[config.mk]
export PLATFORM = sky130hd
export DESIGN_NAME = toaplan2_gfx_arbiter
export DESIGN_NICKNAME = d
export VERILOG_FILES = /design/src/rtl/toaplan2_pkg.sv /design/src/rtl/toaplan2_rr_pick.sv /design/src/rtl/toaplan2_gfx_arbiter.sv
export SDC_FILE = /design/constraint.sdc
export NUM_CORES = 1
export LEC_CHECK = 0
export BUFFER_PORTS_ARGS = -buffer_cell sky130_fd_sc_hd__buf_2
export CORE_AREA = 2 2 171 173
export CTS_CLUSTER_SIZE = 10
export DETAILED_ROUTE_END_ITERATION = 6
export DIE_AREA = 0 0 173 175
export GPL_ROUTABILITY_DRIVEN = 0
export GPL_TIMING_DRIVEN = 0
export PLACE_DENSITY_LB_ADDON = 0.3
export SYNTH_ARGS = -nofsm -noshare
export SYNTH_HDL_FRONTEND = slang
export SYNTH_HIERARCHICAL = 1
export SYNTH_SLANG_ARGS = --single-unit
[constraint.sdc]
create_clock -name CLK -period 3 [get_ports CLK]
set_input_delay 0.3 -clock CLK [delete_from_list [all_inputs] [get_ports CLK]]
set_output_delay 0.3 -clock CLK [all_outputs]
set_load 0.02 [all_outputs]
[src/rtl/toaplan2_pkg.sv]
// Shared constants and FSM state type for the Toaplan 2 graphics ROM arbiter.
// Slot indices follow the packing order of the requester buses.
package toaplan2_pkg;

    localparam int NSLOT  = 4;
    localparam int SLOT_W = 2;

    localparam logic [SLOT_W-1:0] SLOT_GFX  = 2'd0;
    localparam logic [SLOT_W-1:0] SLOT_SCR0 = 2'd1;
    localparam logic [SLOT_W-1:0] SLOT_SCR1 = 2'd2;
    localparam logic [SLOT_W-1:0] SLOT_SCR2 = 2'd3;

    typedef enum logic [1:0] {
        IDLE,
        REQ,
        DATA,
        FILL
    } arb_state_t;

endpackage

[src/rtl/toaplan2_rr_pick.sv]
// Round-robin picker: first requesting slot at or after the rr pointer.
// Purely combinational.
module toaplan2_rr_pick
    import toaplan2_pkg::*;
(
    input  logic [NSLOT-1:0]  req,
    input  logic [SLOT_W-1:0] rr,
    output logic [NSLOT-1:0]  gnt,
    output logic [SLOT_W-1:0] idx,
    output logic              any
);

    logic [SLOT_W-1:0] cand;

    always_comb begin
        gnt  = '0;
        idx  = rr;
        any  = 1'b0;
        cand = '0;
        for (int unsigned k = 0; k < NSLOT; k++) begin
            cand = rr + SLOT_W'(k);
            if (!any && req[cand]) begin
                any = 1'b1;
                idx = cand;
            end
        end
        gnt[idx] = any;
    end

endmodule

[src/rtl/toaplan2_gfx_arbiter.sv]
// Shares one SDRAM bank read port among the GFX and three scroll-layer requesters,
// with a one-entry 32-bit cache per requester and round-robin scheduling.
module toaplan2_gfx_arbiter
    import toaplan2_pkg::*;
#(
    parameter int          AW      = 22,
    parameter logic [21:0] OFFSET0 = 22'h000000,
    parameter logic [21:0] OFFSET1 = 22'h000000,
    parameter logic [21:0] OFFSET2 = 22'h000000,
    parameter logic [21:0] OFFSET3 = 22'h000000
) (
    input  logic                CLK,
    input  logic                RESET_N,
    input  logic                DOWNLOADING,
    input  logic [NSLOT-1:0]    SLOT_CS,
    input  logic [NSLOT*AW-1:0] SLOT_ADDR,
    output logic [NSLOT-1:0]    SLOT_OK,
    output logic [NSLOT*32-1:0] SLOT_DOUT,
    output logic [21:0]         BA_ADDR,
    output logic                BA_RD,
    input  logic                BA_ACK,
    input  logic                BA_DOK,
    input  logic                BA_RDY,
    input  logic [15:0]         DATA_READ
);

    arb_state_t state, state_nx;

    logic [AW-1:0]     tag   [NSLOT];
    logic [31:0]       cdata [NSLOT];
    logic [NSLOT-1:0]  valid;
    logic [AW-1:0]     slot_addr [NSLOT];
    logic [NSLOT-1:0]  hit;
    logic [NSLOT-1:0]  pending;
    logic [NSLOT-1:0]  inflight;

    logic [SLOT_W-1:0] rr;
    logic [SLOT_W-1:0] gnt;
    logic [NSLOT-1:0]  gnt_oh;
    logic [AW-1:0]     gaddr;
    logic [31:0]       asm_word;
    logic              wcnt;

    logic [NSLOT-1:0]  pick_gnt;
    logic [SLOT_W-1:0] pick_idx;
    logic              pick_any;
    logic [AW-1:0]     pick_addr;
    logic [21:0]       offset_sel;
    logic [21:0]       ba_next;
    logic              grant_en;

    for (genvar i = 0; i < NSLOT; i++) begin : g_slot
        assign slot_addr[i]         = SLOT_ADDR[i*AW +: AW];
        assign hit[i]               = SLOT_CS[i] & valid[i] & (slot_addr[i] == tag[i]);
        assign SLOT_DOUT[i*32 +: 32] = cdata[i];
    end

    assign SLOT_OK  = hit;
    // The slot being fetched must not be re-picked until its fill has landed.
    assign inflight = (state != IDLE) ? gnt_oh : '0;
    assign pending  = SLOT_CS & ~hit & ~inflight;

    toaplan2_rr_pick u_pick (
        .req (pending),
        .rr  (rr),
        .gnt (pick_gnt),
        .idx (pick_idx),
        .any (pick_any)
    );

    assign pick_addr = slot_addr[pick_idx];

    always_comb begin
        offset_sel = OFFSET0;
        case (pick_idx)
            SLOT_GFX:  offset_sel = OFFSET0;
            SLOT_SCR0: offset_sel = OFFSET1;
            SLOT_SCR1: offset_sel = OFFSET2;
            SLOT_SCR2: offset_sel = OFFSET3;
            default:   offset_sel = OFFSET0;
        endcase
    end

    assign ba_next = offset_sel + 22'({pick_addr[AW-2:0], 1'b0});

    always_ff @(posedge CLK or negedge RESET_N) begin
        if (!RESET_N) state <= IDLE;
        else          state <= state_nx;
    end

    always_comb begin
        state_nx = state;
        grant_en = 1'b0;
        case (state)
            IDLE: begin
                if (!DOWNLOADING && pick_any) begin
                    grant_en = 1'b1;
                    state_nx = REQ;
                end
            end
            REQ:  if (BA_ACK) state_nx = DATA;
            DATA: if (BA_DOK && (BA_RDY || wcnt)) state_nx = FILL;
            FILL: state_nx = IDLE;
            default: state_nx = IDLE;
        endcase
    end

    always_ff @(posedge CLK or negedge RESET_N) begin
        if (!RESET_N) begin
            BA_RD    <= 1'b0;
            BA_ADDR  <= '0;
            rr       <= '0;
            gnt      <= '0;
            gnt_oh   <= '0;
            gaddr    <= '0;
            asm_word <= '0;
            wcnt     <= 1'b0;
            valid    <= '0;
            for (int unsigned i = 0; i < NSLOT; i++) begin
                tag[i]   <= '0;
                cdata[i] <= '0;
            end
        end else begin
            if (grant_en) begin
                gnt     <= pick_idx;
                gnt_oh  <= pick_gnt;
                gaddr   <= pick_addr;
                BA_ADDR <= ba_next;
                BA_RD   <= 1'b1;
            end
            // A DOK coinciding with ACK is dropped because capture only happens in DATA.
            if (state == REQ && BA_ACK) begin
                BA_RD <= 1'b0;
                wcnt  <= 1'b0;
            end
            if (state == DATA && BA_DOK) begin
                if (!wcnt) asm_word[15:0]  <= DATA_READ;
                else       asm_word[31:16] <= DATA_READ;
                wcnt <= 1'b1;
            end
            if (state == FILL) begin
                tag[gnt]   <= gaddr;
                cdata[gnt] <= asm_word;
                valid[gnt] <= 1'b1;
                rr         <= gnt + 2'd1;
            end
            // ROM contents are changing; this must override a concurrent fill.
            if (DOWNLOADING) valid <= '0;
        end
    end

endmodule

* Word level (Yosys, flattened, before mapping)
Cells that the tools add are included.
** Storage, ports and cells
- Register bits after elaboration :: 308
- Bits of input ports :: 114
- Output and inout bits :: 155
** Cells by class
- Add/sub/neg operators :: 5
- Magnitude comparators :: 11
- Eq/ne operators :: 13
- Multiplexer cells :: 42
- Bitwise logic cells :: 17
- Reductions and logical operators :: 25
** Operators with widths (count)
- 128-bit bitwise mux :: 1
- 88-bit bitwise mux :: 1
- 22-bit == test :: 4
- 22-bit 2-to-1 mux :: 4
- 32-bit demux with 2-bit select :: 1
- 22-bit binary-select mux with 2-bit select :: 1
- 22-bit demux with 2-bit select :: 1
- 32-bit 2-to-1 mux :: 1
- 22-bit adder :: 1
- 2-bit by 3-bit < comparator with 1-bit output (second input constant) :: 6
- 1-bit 2-to-1 mux :: 16
- 4-bit AND :: 3
- 2-bit 2-to-1 mux :: 6
- 4-bit 2-to-1 mux :: 3
- 1-bit logical AND :: 10
- 1-bit AND :: 8
- 1-bit binary-select mux with 2-bit select :: 4
- 2-bit == test (second input constant) :: 4
- 4-bit NOT :: 2
- 2-bit one-hot mux with 4 select lines :: 1
- 2-bit nonzero test :: 4
- 3-bit greater-or-equal comparator (second input constant) :: 2
- 2-bit inequality test (second input constant) :: 3
- 2-bit NOT with 3-bit output :: 2
- 14 further kinds :: 24

* Longest topological paths before layout
- Depth after elaboration :: 22
- Gate-level depth with buffers :: 12

* Modules after synthesis
The synthesis kept the hierarchy.
** Modules (own cells, without submodules)
- toaplan2_gfx_arbiter :: instances 1, cells each 814, area an instance 12508.2 um^2, sequential area each 7156.9 um^2
- toaplan2_rr_pick :: instances 1, cells each 30, area an instance 186.4 um^2, sequential area each 0.0 um^2

* Worst setup path before layout
Ideal clock, no wire load.
- Path type :: register -> register
- Start point :: reg tag[32] (netlist name)
- End point :: reg gaddr[16]
- Setup time :: 0.125 ns
- Data arrival time :: 2.590 ns
- Setup slack :: 0.285 ns
- Stages on the path, launching flop included :: 12
- Cells stage by stage :: dfrtp_1 > xnor2_1 > nand3_1 > nor4_1 > a31oi_1 > nor2_1 > nand2_1 > a22oi_1 > buf_6 > buf_8 > mux4_2 > mux2_4
** On the way
- Longest elaborated chain between the ends :: 21
** Ends and longest elaborated chain
- from (decl) :: RTL line toaplan2_gfx_arbiter.sv:29 : logic [AW-1:0] tag [NSLOT];
- from (signal, indexed assignment) :: RTL line toaplan2_gfx_arbiter.sv:142 : tag[gnt] <= gaddr;
- 22-bit == test * :: RTL line toaplan2_gfx_arbiter.sv:54 : assign hit[i] = SLOT_CS[i] & valid[i] & (slot_addr[i] == tag[i]);
- 1-bit AND * :: RTL line toaplan2_gfx_arbiter.sv:54
- 4-bit NOT * :: RTL line toaplan2_gfx_arbiter.sv:61 : assign pending = SLOT_CS & ~hit & ~inflight;
- 4-bit AND * (2 in series) :: RTL line toaplan2_gfx_arbiter.sv:61
- named net pending[2] :: RTL line toaplan2_gfx_arbiter.sv:34 : logic [NSLOT-1:0] pending;
- 1-bit binary-select mux with 2-bit select :: RTL line toaplan2_rr_pick.sv:22 : if (!any && req[cand]) begin
- 1-bit 2-to-1 mux (implied by the code) :: RTL line toaplan2_rr_pick.sv:22
- 1-bit 2-to-1 mux :: RTL line toaplan2_rr_pick.sv:22
- (+5 left out)
- 1-bit 2-to-1 mux :: RTL line toaplan2_rr_pick.sv:22
- 1-bit logical NOT :: RTL line toaplan2_rr_pick.sv:22
- 1-bit logical AND :: RTL line toaplan2_rr_pick.sv:22
- 2-bit 2-to-1 mux * :: RTL line toaplan2_rr_pick.sv:22
- named net pick_idx[0] :: RTL line toaplan2_gfx_arbiter.sv:45 : logic [SLOT_W-1:0] pick_idx;
- 2-bit NOT with 3-bit output (implied by the code) * :: RTL line toaplan2_gfx_arbiter.sv:71 : assign pick_addr = slot_addr[pick_idx];
- 22-bit binary-select mux with 2-bit select * :: RTL line toaplan2_gfx_arbiter.sv:71
- 22-bit 2-to-1 mux (implied by the code) * (2 in series) :: RTL line toaplan2_gfx_arbiter.sv:71
- to (signal assigned) :: RTL line toaplan2_gfx_arbiter.sv:127 : gaddr <= pick_addr;
- to (decl) :: RTL line toaplan2_gfx_arbiter.sv:40 : logic [AW-1:0] gaddr;
Mark *: on every way through the listed nets, which the timed path passes. The rest lies on a longest branch. The select of a mux whose other input is x is not followed.
A chain may end at the register's enable or synchronous reset.

* Final worst setup path
- Start point :: reg tag[83] (netlist name)
- End point :: reg gaddr[19]
Same word-level chain as after synthesis.

==> results.md <==
| Result | Reported | Unit |
|:---|:---|:---|
| Relative contribution of sequential cells to total power | 38.2 | % |
| FMAX | 330.3 | MHz |
| Horizontal die dimension | 173 | um |
| Number of unique standard cell types used by synthesis | 42 | - |
| Worst slew pin tran | 0.5896 | ns |
| Number of register bits inferred by synthesis | 286 | - |
| Cts bufs inserted | 35 | - |
| Element type at the critical path end | register | - |
| Sequential cell area fraction in the yosys report | 56.38 | % |
| Count of flip-flops with a built-in enable after synthesis | 0 | - |
| I/O Pins | 269 | - |
| Detailed placer's ending HPWL | 24750 | um |
| Clock-pin slew on the worst setup and hold paths | 0.05 | ns |
| Post-synthesis adder-cell area fraction | 0.7885 | % |
| Final Hold Viols | 0 | - |
| Buffers added on ports | 267 | - |
| Clock skew after layout | 0.01358 | ns |
| Count of final max-slew check failures | 0 | - |
| Switch Pwr | 6.842 | mW |
| Switching share of power | 36.85 | % |
| Largest family of logic cells by synthesized area | multiplexers | - |
| CTS root buffer | sky130_fd_sc_hd__clkbuf_16 | - |
| Area added between synthesis and finish | 25.04 | % |
| Flip-flop cell with the highest count after synthesis | sky130_fd_sc_hd__dfrtp_1 | - |
| Count of non-filler cells in the finished layout | 1556 | - |
| Synth Area in Compound Gates | 1.597 | % |
| DR vias | 8259 | - |
| Number of global-route vias before repair | 8734 | - |
| Cell total after placement | 1497 | - |
| Final routed wirelength across all metal layers | 34740 | um |
| Synth async-reset ratio | 100.0 | % |
| Run status | finished with violations | - |
| Fraction of synthesized area in multiplexers | 29.01 | % |
| Nets | 1285 | - |
| Area of the placeable core | 28390 | um2 |
| Proportion of power drawn by combinational gates | 42.2 | % |
| Clock Sinks | 286 | - |
| Gr ovfl total | 0 | - |
| First-pass iteration count of the detailed router | 5 | - |
| Clock tree from TritonCTS | done | - |
| Leading cell type by number of instances after synthesis | sky130_fd_sc_hd__dfrtp_1 | - |
| Insertion delay of the later-clocked pin in the worst-skew pair | 0.51 | ns |
| Library cell occupying the most area in the post-synthesis netlist | sky130_fd_sc_hd__dfrtp_1 | - |
| Final worst path period need | 3.028 | ns |
| Final setup fails | 6 | - |
| Simple logic cell fraction of the synthesized area | 2.898 | % |
| Peak ir drop on the vdd network | 0.6410 | mV |
| Type of element launching the critical path | register | - |
| Fraction of post-synthesis cell area in the top cell type by area | 56.38 | % |
| Post-Synthesis Cell Area | 12690 | um2 |
| Worst slew margin relative to its limit | 60.69 | % |
| Classification of the worst setup path | register to register | - |
| Crit path setup slack, layout | -0.02752 | ns |
| Highest net fanout along the worst path | 8 | - |
| Via-to-Cell Ratio | 5.308 | - |
| Count of fill cells added during filler insertion | 2403 | - |
| Starting density of the core | 44.71 | % |
| Number of routed nets with antenna violations | 0 | - |
| Total leakage power | 7.585 | nW |
| Total global routing track utilization | 23.04 | % |
| Number of DRC violations after detailed routing | 0 | - |
| Share of layout cells above drive strength 1 | 60.17 | % |
| Clk pwr share | 19.6 | % |
| Mean Syn Cell Area | 15.04 | um2 |
| Dominant cells by area after synthesis | sky130_fd_sc_hd__dfrtp_1 56%, sky130_fd_sc_hd__mux2_2 24%, sky130_fd_sc_hd__xnor2_1 3.0% | - |
| Post-DR wirelength/cell | 22.33 | um |
| Area of the die | 30280 | um2 |
| Number of max-cap violations | 0 | - |
| Post-Synthesis Cells | 844 | - |
| Die height | 175 | um |
| Required time of the critical path | 3.39 | ns |
| Net count after synthesis | 966 | - |
| Total Power | 18.57 | mW |
| First-iteration detailed-routing DRC count | 585 | - |
| Pwr dens | 1170 | nW/um2 |
| Warnings, synthesis | 6 | - |
| Most numerous cell types in the synthesized netlist | 286 x sky130_fd_sc_hd__dfrtp_1, 269 x sky130_fd_sc_hd__mux2_2, 44 x sky130_fd_sc_hd__xnor2_1, 44 x sky130_fd_sc_hd__xor2_1, 27 x sky130_fd_sc_hd__buf_2 | - |
| Worst path arrival time | 3.41 | ns |
| Power Internal | 11.73 | mW |
| Path category of the worst min-delay check | primary input to register | - |
| Maximum number of pins on one net before global-route repair | 117 | - |
| Setup repair after global routing missed its margin | yes | - |
| Failing checks | negative setup slack | - |
| Buffer levels on the longest clock path | 3 | - |
| First-pass GRT wire length | 52760 | um |
| Row cnt | 62 | - |
| Max H-tree Level | 2 | - |
| Fraction of synthesized cell area in xor and xnor cells | 6.071 | % |
| Initial antenna violation count | 4 | - |
| Share of the cycle needed by the critical path after routing | 100.9 | % |
==> flip-flops by register name, summed over array words and instances (netlist names), 2 cells and up <==
| name | count |
|---|---|
| state | 2 |
| tag | 88 |
| SLOT_DOUT | 128 |
| gnt | 2 |
| valid | 4 |
| rr | 2 |
| gaddr | 22 |
| asm_word | 32 |
| gnt_oh | 4 |
==> placed cells by master (no fill, tap or decap), drive strengths merged, types with 2 or more instances in the layout <==
master       Yosys  final
nand3            5      5
nor4            10     10
a31oi            2      2
xnor2           44     44
nand4           14     14
nand2b           6      6
buf             54    334
clkbuf           1     40
nor2            12     12
mux2           278    278
mux4            22     22
a21oi            8      8
ha               8      8
o31a             2      2
a221oi           2      2
inv             10     13
dfrtp          286    286
nand2           10     10
o22ai            2      2
xor2            44     44
dlygate4sd3      0      2
nor3             5      5
clkinv           0      2
and3             2      2
a21boi           3      3
o21ai            4      4
diode            0      2
==> logic make-up (layout without fill, tap and decap cells) <==
kind of cell / after synthesis / in the layout
buffers and inverters: 65 / 391
AND/OR/NAND/NOR: 67 / 67
multiplexers: 300 / 300
flip-flops: 286 / 286
other: 1 / 3
adder cells (fa/ha/maj): 8 / 8
XOR/XNOR: 88 / 88
AO/OA/AOI/OAI: 29 / 29
==> per-layer routing <==
layer | vias up | part of all wire [%] | GRT usage, %
li1 | 3626 | - | -
met1 | 4257 | 41 | 29.86
met2 | 300 | 48 | 37.25
met3 | 72 | 7.4 | 6.506
met4 | 4 | 3.5 | 8.192
met5 | - | 0.060 | 0
==> worst paths after layout <==
check | from | end | slack, ns | cells after the start
max | tag[83]$_DFFE_PN0P_ | gaddr[19]$_DFFE_PN0P_ | -0.03 | 11
min | DATA_READ[9] | asm_word[9]$_DFFE_PN0P_ | 0.04 | 2
max reg2reg | tag[83]$_DFFE_PN0P_ | gaddr[19]$_DFFE_PN0P_ | -0.03 | 11
min reg2reg | SLOT_DOUT[22]$_DFFE_PN0P_ | SLOT_DOUT[22]$_DFFE_PN0P_ | 0.50 | 1
max in group asynchronous | RESET_N | SLOT_DOUT[24]$_DFFE_PN0P_ | 1.18 | 4
min in group asynchronous | RESET_N | tag[50]$_DFFE_PN0P_ | 0.33 | 2
==> critical path: stages, from the launching register on <==
cell and delay, ns:
sky130_fd_sc_hd__dfrtp_1 0.40, sky130_fd_sc_hd__xnor2_2 0.26, sky130_fd_sc_hd__nand4_1 0.20, sky130_fd_sc_hd__nor4_4 0.27, sky130_fd_sc_hd__a31oi_4 0.19, sky130_fd_sc_hd__nor2_2 0.16
sky130_fd_sc_hd__nand2_1 0.07, sky130_fd_sc_hd__a22oi_2 0.20, sky130_fd_sc_hd__buf_6 0.19, sky130_fd_sc_hd__buf_12 0.16, sky130_fd_sc_hd__mux4_2 0.50, sky130_fd_sc_hd__mux2_4 0.27
==> what timing repair did <==
| action | in CTS | in global routing |
|---|---|---|
| resized for setup | 45 | 5 |
| hold buffers | 2 | 0 |
| setup buffers | 6 | 4 |
| gates cloned | 1 | 0 |
| endpoints found under the setup margin | 29 | 26 |
| pin swaps | 8 | 4 |
| endpoints found under the hold margin | 64 | 0 |
==> stage by stage <==
stage | hold WS [ns] | instance area (um2) | util (%) | setup WS [ns] | setup TNS, ns
6_report | 0.03544 | 15870 | 55.91 | -0.02752 | -0.1118
5_1_grt | 0.03223 | 15870 | 55.89 | -0.1124 | -1.790
4_1_cts | 0.02316 | 15810 | 55.68 | -0.05148 | -0.2931
3_5_place_dp | 0.2815 | 14580 | 51.34 | -0.7260 | -16.40
3_3_place_gp | 0.4831 | 14510 | 51.11 | -3.821 | -1095.20
2_1_floorplan | 0.004409 | 12690 | - | 0.2845 | 0
==> area by class of cell <==
cell class / instances / area [um2] / area share [%]
Sequential cell: 286 / 7157 / 45.09
Multi-Input combinational cell: 493 / 5301 / 33.40
Timing Repair Buffer: 282 / 1548 / 9.750
Clock buffer: 39 / 900.9 / 5.675
Tap cell: 384 / 480.5 / 3.027
Buffer: 55 / 404.1 / 2.546
Clock inverter: 5 / 40.04 / 0.2522
Inverter: 10 / 37.54 / 0.2365
Antenna cell: 2 / 5.005 / 0.03153
==> power groups by stage <==
stage | Combinational [mW] | Clock, mW | Sequential, mW
2_1_floorplan | 4.23 | 0 | 7.71
3_3_place_gp | 7.29 | 0 | 7.02
3_5_place_dp | 7.42 | 0 | 7.10
4_1_cts | 7.87 | 3.72 | 7.08
5_1_grt | 8.33 | 3.88 | 7.35
6_report | 7.84 | 3.64 | 7.09
No activity file was read; power rests on OpenSTA's default activity.
